==> src/rtl/pipe_stage_bank.sv <==
//==============================================================================
// Module  : pipe_stage_bank
// Purpose : Elastic bank of STAGES pipeline registers with valid/ready
//           handshake, bubble collapse and flush. PIPE_SKID_EN adds a skid entry.
// Revision: 1.0 - initial release
//==============================================================================
`timescale 1ns/1ps
`default_nettype none

module pipe_stage_bank #(
  parameter int CTRL_W = 16,
  parameter int DATA_W = 160,
  parameter int STAGES = 1,
  parameter int CNT_W  = 4
) (
  input  logic              clk,
  input  logic              rst_n,
  input  logic              in_valid,
  output logic              in_ready,
  input  logic [CTRL_W-1:0] in_ctrl,
  input  logic [DATA_W-1:0] in_data,
  input  logic              flush,
  output logic              out_valid,
  input  logic              out_ready,
  output logic [CTRL_W-1:0] out_ctrl,
  output logic [DATA_W-1:0] out_data,
  output logic [STAGES-1:0] slot_valid,
  output logic [CNT_W-1:0]  count
);

  logic [STAGES-1:0]             r_v;
  logic [STAGES-1:0][CTRL_W-1:0] r_c;
  logic [STAGES-1:0][DATA_W-1:0] r_d;
  logic [CNT_W-1:0]              r_cnt;

  logic [STAGES-1:0]             w_rdy;
  logic [STAGES-1:0]             w_sv;
  logic [STAGES-1:0][CTRL_W-1:0] w_sc;
  logic [STAGES-1:0][DATA_W-1:0] w_sd;

  logic              w_src_v;
  logic [CTRL_W-1:0] w_src_c;
  logic [DATA_W-1:0] w_src_d;
  logic              w_in_hs;
  logic              w_out_hs;

  // A slot can advance when downstream takes its entry or any slot from it
  // to the output is empty (bubble collapse).
  always_comb begin
    w_rdy = '0;
    for (int i = 0; i < STAGES; i++) begin
      logic w_full;
      w_full = 1'b1;
      for (int j = i; j < STAGES; j++) begin
        w_full = w_full & r_v[j];
      end
      w_rdy[i] = out_ready | ~w_full;
    end
  end

`ifdef PIPE_SKID_EN
  logic              r_skid_full;
  logic [CTRL_W-1:0] r_skid_c;
  logic [DATA_W-1:0] r_skid_d;

  // in_ready depends only on registered state and flush, not on out_ready.
  assign in_ready = ~r_skid_full & ~flush;
  assign w_src_v  = r_skid_full | in_valid;
  assign w_src_c  = r_skid_full ? r_skid_c : in_ctrl;
  assign w_src_d  = r_skid_full ? r_skid_d : in_data;

  always_ff @(posedge clk or negedge rst_n) begin
    if (!rst_n) begin
      r_skid_full <= 1'b0;
      r_skid_c    <= '0;
      r_skid_d    <= '0;
    end else if (flush) begin
      r_skid_full <= 1'b0;
      r_skid_c    <= '0;
    end else if (r_skid_full) begin
      if (w_rdy[0]) begin
        r_skid_full <= 1'b0;
        r_skid_c    <= '0;
      end
    end else if (in_valid && !w_rdy[0]) begin
      r_skid_full <= 1'b1;
      r_skid_c    <= in_ctrl;
      r_skid_d    <= in_data;
    end
  end
`else
  assign in_ready = w_rdy[0] & ~flush;
  assign w_src_v  = in_valid;
  assign w_src_c  = in_ctrl;
  assign w_src_d  = in_data;
`endif

  always_comb begin
    w_sv    = '0;
    w_sc    = '0;
    w_sd    = '0;
    w_sv[0] = w_src_v;
    w_sc[0] = w_src_c;
    w_sd[0] = w_src_d;
    for (int i = 1; i < STAGES; i++) begin
      w_sv[i] = r_v[i-1];
      w_sc[i] = r_c[i-1];
      w_sd[i] = r_d[i-1];
    end
  end

  // Data is only captured from a valid source so stale payloads never leak in.
  always_ff @(posedge clk or negedge rst_n) begin
    if (!rst_n) begin
      r_v <= '0;
      r_c <= '0;
      r_d <= '0;
    end else if (flush) begin
      r_v <= '0;
      r_c <= '0;
    end else begin
      for (int i = 0; i < STAGES; i++) begin
        if (w_rdy[i]) begin
          r_v[i] <= w_sv[i];
          r_c[i] <= w_sv[i] ? w_sc[i] : '0;
          if (w_sv[i]) begin
            r_d[i] <= w_sd[i];
          end
        end
      end
    end
  end

  assign w_in_hs  = in_valid & in_ready;
  assign w_out_hs = r_v[STAGES-1] & out_ready;

  always_ff @(posedge clk or negedge rst_n) begin
    if (!rst_n) begin
      r_cnt <= '0;
    end else if (flush) begin
      r_cnt <= '0;
    end else if (w_in_hs && !w_out_hs) begin
      r_cnt <= r_cnt + CNT_W'(1);
    end else if (!w_in_hs && w_out_hs) begin
      r_cnt <= r_cnt - CNT_W'(1);
    end
  end

  assign out_valid  = r_v[STAGES-1];
  assign out_ctrl   = r_c[STAGES-1];
  assign out_data   = r_d[STAGES-1];
  assign slot_valid = r_v;
  assign count      = r_cnt;

endmodule

`default_nettype wire

==> config.mk <==
export PLATFORM = sky130hd
export DESIGN_NAME = pipe_stage_bank
export DESIGN_NICKNAME = d
export VERILOG_FILES = /design/src/rtl/pipe_stage_bank.sv
export SDC_FILE = /design/constraint.sdc
export NUM_CORES = 1
export LEC_CHECK = 0
export ABC_AREA = 1
export ABC_CLOCK_PERIOD_IN_PS = 2000
export CORE_AREA = 2 2 143 145
export DETAILED_ROUTE_END_ITERATION = 8
export DIE_AREA = 0 0 145 147
export GPL_TIMING_DRIVEN = 0
export PLACE_DENSITY = 0.8
export SYNTH_ARGS = -nofsm -noshare
export SYNTH_HDL_FRONTEND = slang
export SYNTH_SLANG_ARGS = --single-unit
==> constraint.sdc <==
create_clock -name clk -period 2 [get_ports clk]
set_input_delay 0.3 -clock clk [delete_from_list [all_inputs] [get_ports clk]]
set_output_delay 0.3 -clock clk [all_outputs]
set_load 0.05 [all_outputs]
==> flow_metrics.env <==
export IMPL_status="completed"
export IMPL_die_height_um=147
export IMPL_synth_seq_area_share=0.621
export IMPL_rsz0062_at_grt="no"
export IMPL_yosys_warnings=0
export IMPL_netlist_instances=454
export IMPL_crit_path_end_kind="primary output"
export IMPL_r2r_end="out_data[108]"
export IMPL_synthDistinctLibCells=21
export IMPL_crit_type="flip-flop to primary output"
export IMPL_grt_max_degree=94
export IMPL_core_area_um2=19800
export IMPL_synth_fp_nets=638
export IMPL_fin_crit_ns=1.95
export IMPL_nets=1022
export IMPL_dpl_hpwl_um=14600
export IMPL_grt_pass1_wl_um=30100
export IMPL_wl_per_cell_um=17.3
export IMPL_crit_family="buffers and inverters"
export IMPL_dieWidth_um=145
export IMPL_cts_tree="yes"
export IMPL_slowest_delay_ns=0.83
export IMPL_ioPinCount=364
export IMPL_crit_path_end="out_data[74]"
export IMPL_drc_errors=0
export IMPL_relSlewSlack=0.543
export IMPL_p_per_area_nw_per_um2=1080
export IMPL_cp_arrival_ns=1.65
export IMPL_grt_pass1_vias=5441
export IMPL_cap_violations=0
export IMPL_slew_violations=0
export IMPL_clk_pin_slew_ns=0.07
export IMPL_crit_chain="clkdlybuf4s50_1"
export IMPL_startpoint_type="flip-flop"
export IMPL_path_buf_inv=1
export IMPL_hp_class="input port to async pin"
export IMPL_reg2reg_depth=5
export IMPL_path_depth=1
export IMPL_p_leak_nw=5.30
export IMPL_dieArea_um2=21300
export IMPL_netlist_area_um2=7290
export IMPL_vias_per_cell=4.54
export IMPL_wirelength_um=19400
export IMPL_clock_fmax_mhz=514
export IMPL_worst_slack_ns=0.0548
export IMPL_finalClockSkew_ns=0.00750
export IMPL_numCtsBuffers=17
export IMPL_fin_area_um2=11900
export IMPL_rows=52
export IMPL_reg2reg_from="out_valid"
export IMPL_gr_total_overflow=0
export IMPL_final_cell_mix="clkdlybuf4s50_1 (356), dfrtp_1 (181), mux2_4 (89), mux2_2 (71), inv_1 (26)"
export IMPL_finalCritPeriodShare=0.973
export IMPL_initial_core_util=0.368
export IMPL_drt_iter0_markers=173
export IMPL_clk_path_buf_depth=2
export IMPL_place_gp_congestion=0.794
export IMPL_diodes=0
export IMPL_cts_sinks=181
export IMPL_cp_required_ns=1.70
export IMPL_clock_root_buffer="clkbuf_16"
export IMPL_setup_violations=0
export IMPL_drive_gt1_frac=0.251
export IMPL_setup_worst_path_start="out_data[74]"
export IMPL_area_growth_syn_to_layout_pct=62.7
export IMPL_cts_max_level=4
export IMPL_cp_slowest_cell="clkdlybuf4s50_1"
export IMPL_clock_latency_ns=0.42
export IMPL_setup_tns_ns=0
export IMPL_rrSetupSlack_ns=0.22
export IMPL_hold_viol=0
export IMPL_total_power_mw=12.8
export IMPL_worst_pin_slew_ns=0.685
export IMPL_port_buffers=363
export IMPL_placed_cell_area_um2=11300
export IMPL_pre_cts_ws_ns=-0.219
export IMPL_utilization=0.598
export IMPL_cp_max_fo=2
export IMPL_grt_usage=0.182
export IMPL_ant_nets=0
export IMPL_syn_area_per_cell_um2=16.1
export IMPL_num_fill_cells=1553
export IMPL_ys_ff_latch=181
export IMPL_mostFrequentLayoutCell="clkdlybuf4s50_1"
export IMPL_antenna_found_initial=0
export IMPL_num_vias=5094
export IMPL_firstDrtPassIters=4
export IMPL_vdd_drop_max_mv=0.604
==> report_power, final <==
part / switching [mW] / leakage, nW / internal, mW / total (mW)
Combinational: 2.94 / 2.87 / 2.01 / 4.96
Clock: 1.52 / 0.274 / 1.68 / 3.20
Sequential: 0.340 / 2.16 / 4.26 / 4.60
==> metrics by stage <==
step	cells	hold slack, ns
2_1_floorplan	454	0.00441
3_3_place_gp	1087	0.486
3_5_place_dp	1088	0.351
4_1_cts	1121	0.438
5_1_grt	1121	0.455
6_report	1121	0.457
==> kinds of logic (layout without fill, tap and decap cells) <==
group / Yosys count / after routing / share of synthesized area
AO/OA/AOI/OAI: 21 / 21 / 0.0146
XOR/XNOR: 1 / 1 / 0.00120
adder cells (fa/ha/maj): 3 / 3 / 0.00617
buffers and inverters: 48 / 445 / 0.0367
flip-flops: 181 / 181 / 0.621
multiplexers: 160 / 160 / 0.293
AND/OR/NAND/NOR: 40 / 40 / 0.0276
==> what timing repair did <==
item / 4_1_cts / 5_1_grt
hold endpoints to repair: 88 / 0
endpoints found under the setup margin: 4 / 2
cloned: 0 / 0
resized for setup: 4 / 2
buffers inserted: 0 / 0
hold buffers: 1 / 0
==> how the worst min path moves through the flow <==
stage	endpoint	depth (start not counted)	from
2_1_floorplan	count[0]	0	rst_n
3_3_place_gp	out_data[15]	1	out_data[15]
3_5_place_dp	out_ctrl[4]	1	rst_n
4_1_cts	out_ctrl[12]	3	in_ctrl[12]
5_1_grt	out_ctrl[8]	3	in_ctrl[8]
6_report	out_ctrl[4]	2	rst_n
==> synthesized netlist by cell type (all sizes together) <==
| cell type | number | area [um2] |
|---|---|---|
| dfrtp | 181 | 4530 |
| mux2 | 160 | 2140 |
| inv | 27 | 101 |
| nand3 | 22 | 110 |
| buf | 18 | 155 |
| o21ai | 18 | 90.1 |
| nand2 | 14 | 57.6 |
| clkbuf | 3 | 11.3 |
| nor2 | 3 | 27.5 |
| a21oi | 2 | 10.0 |
| ha | 2 | 25.0 |
| fa | 1 | 20.0 |
| nand4 | 1 | 6.26 |
| o22ai | 1 | 6.26 |
| xor2 | 1 | 8.76 |
==> flip-flops by register name, indices dropped and copies added, names as in the netlist <==
name,flops
count,4
out_data,160
out_valid,1
out_ctrl,16
==> final cells by class <==
type	instances	area, um2	share of cell area
clock inverters	12	114	0.00959
repair buffers	365	3680	0.310
inverters	27	101	0.00854
plain buffers	21	166	0.0140
flip-flops and latches	181	4530	0.382
multi-input cells	225	2500	0.210
well taps	270	338	0.0285
clock buffers	20	447	0.0376
==> layer usage <==
layer / vias up / wire length [um] / track usage
li1: 2329 / - / -
met1: 2505 / 7430 / 0.206
met2: 235 / 9990 / 0.319
met3: 25 / 1570 / 0.0665
met4: 0 / 398 / 0.0609
met5: - / 0 / 0
Power figures use the tool's default switching activity.
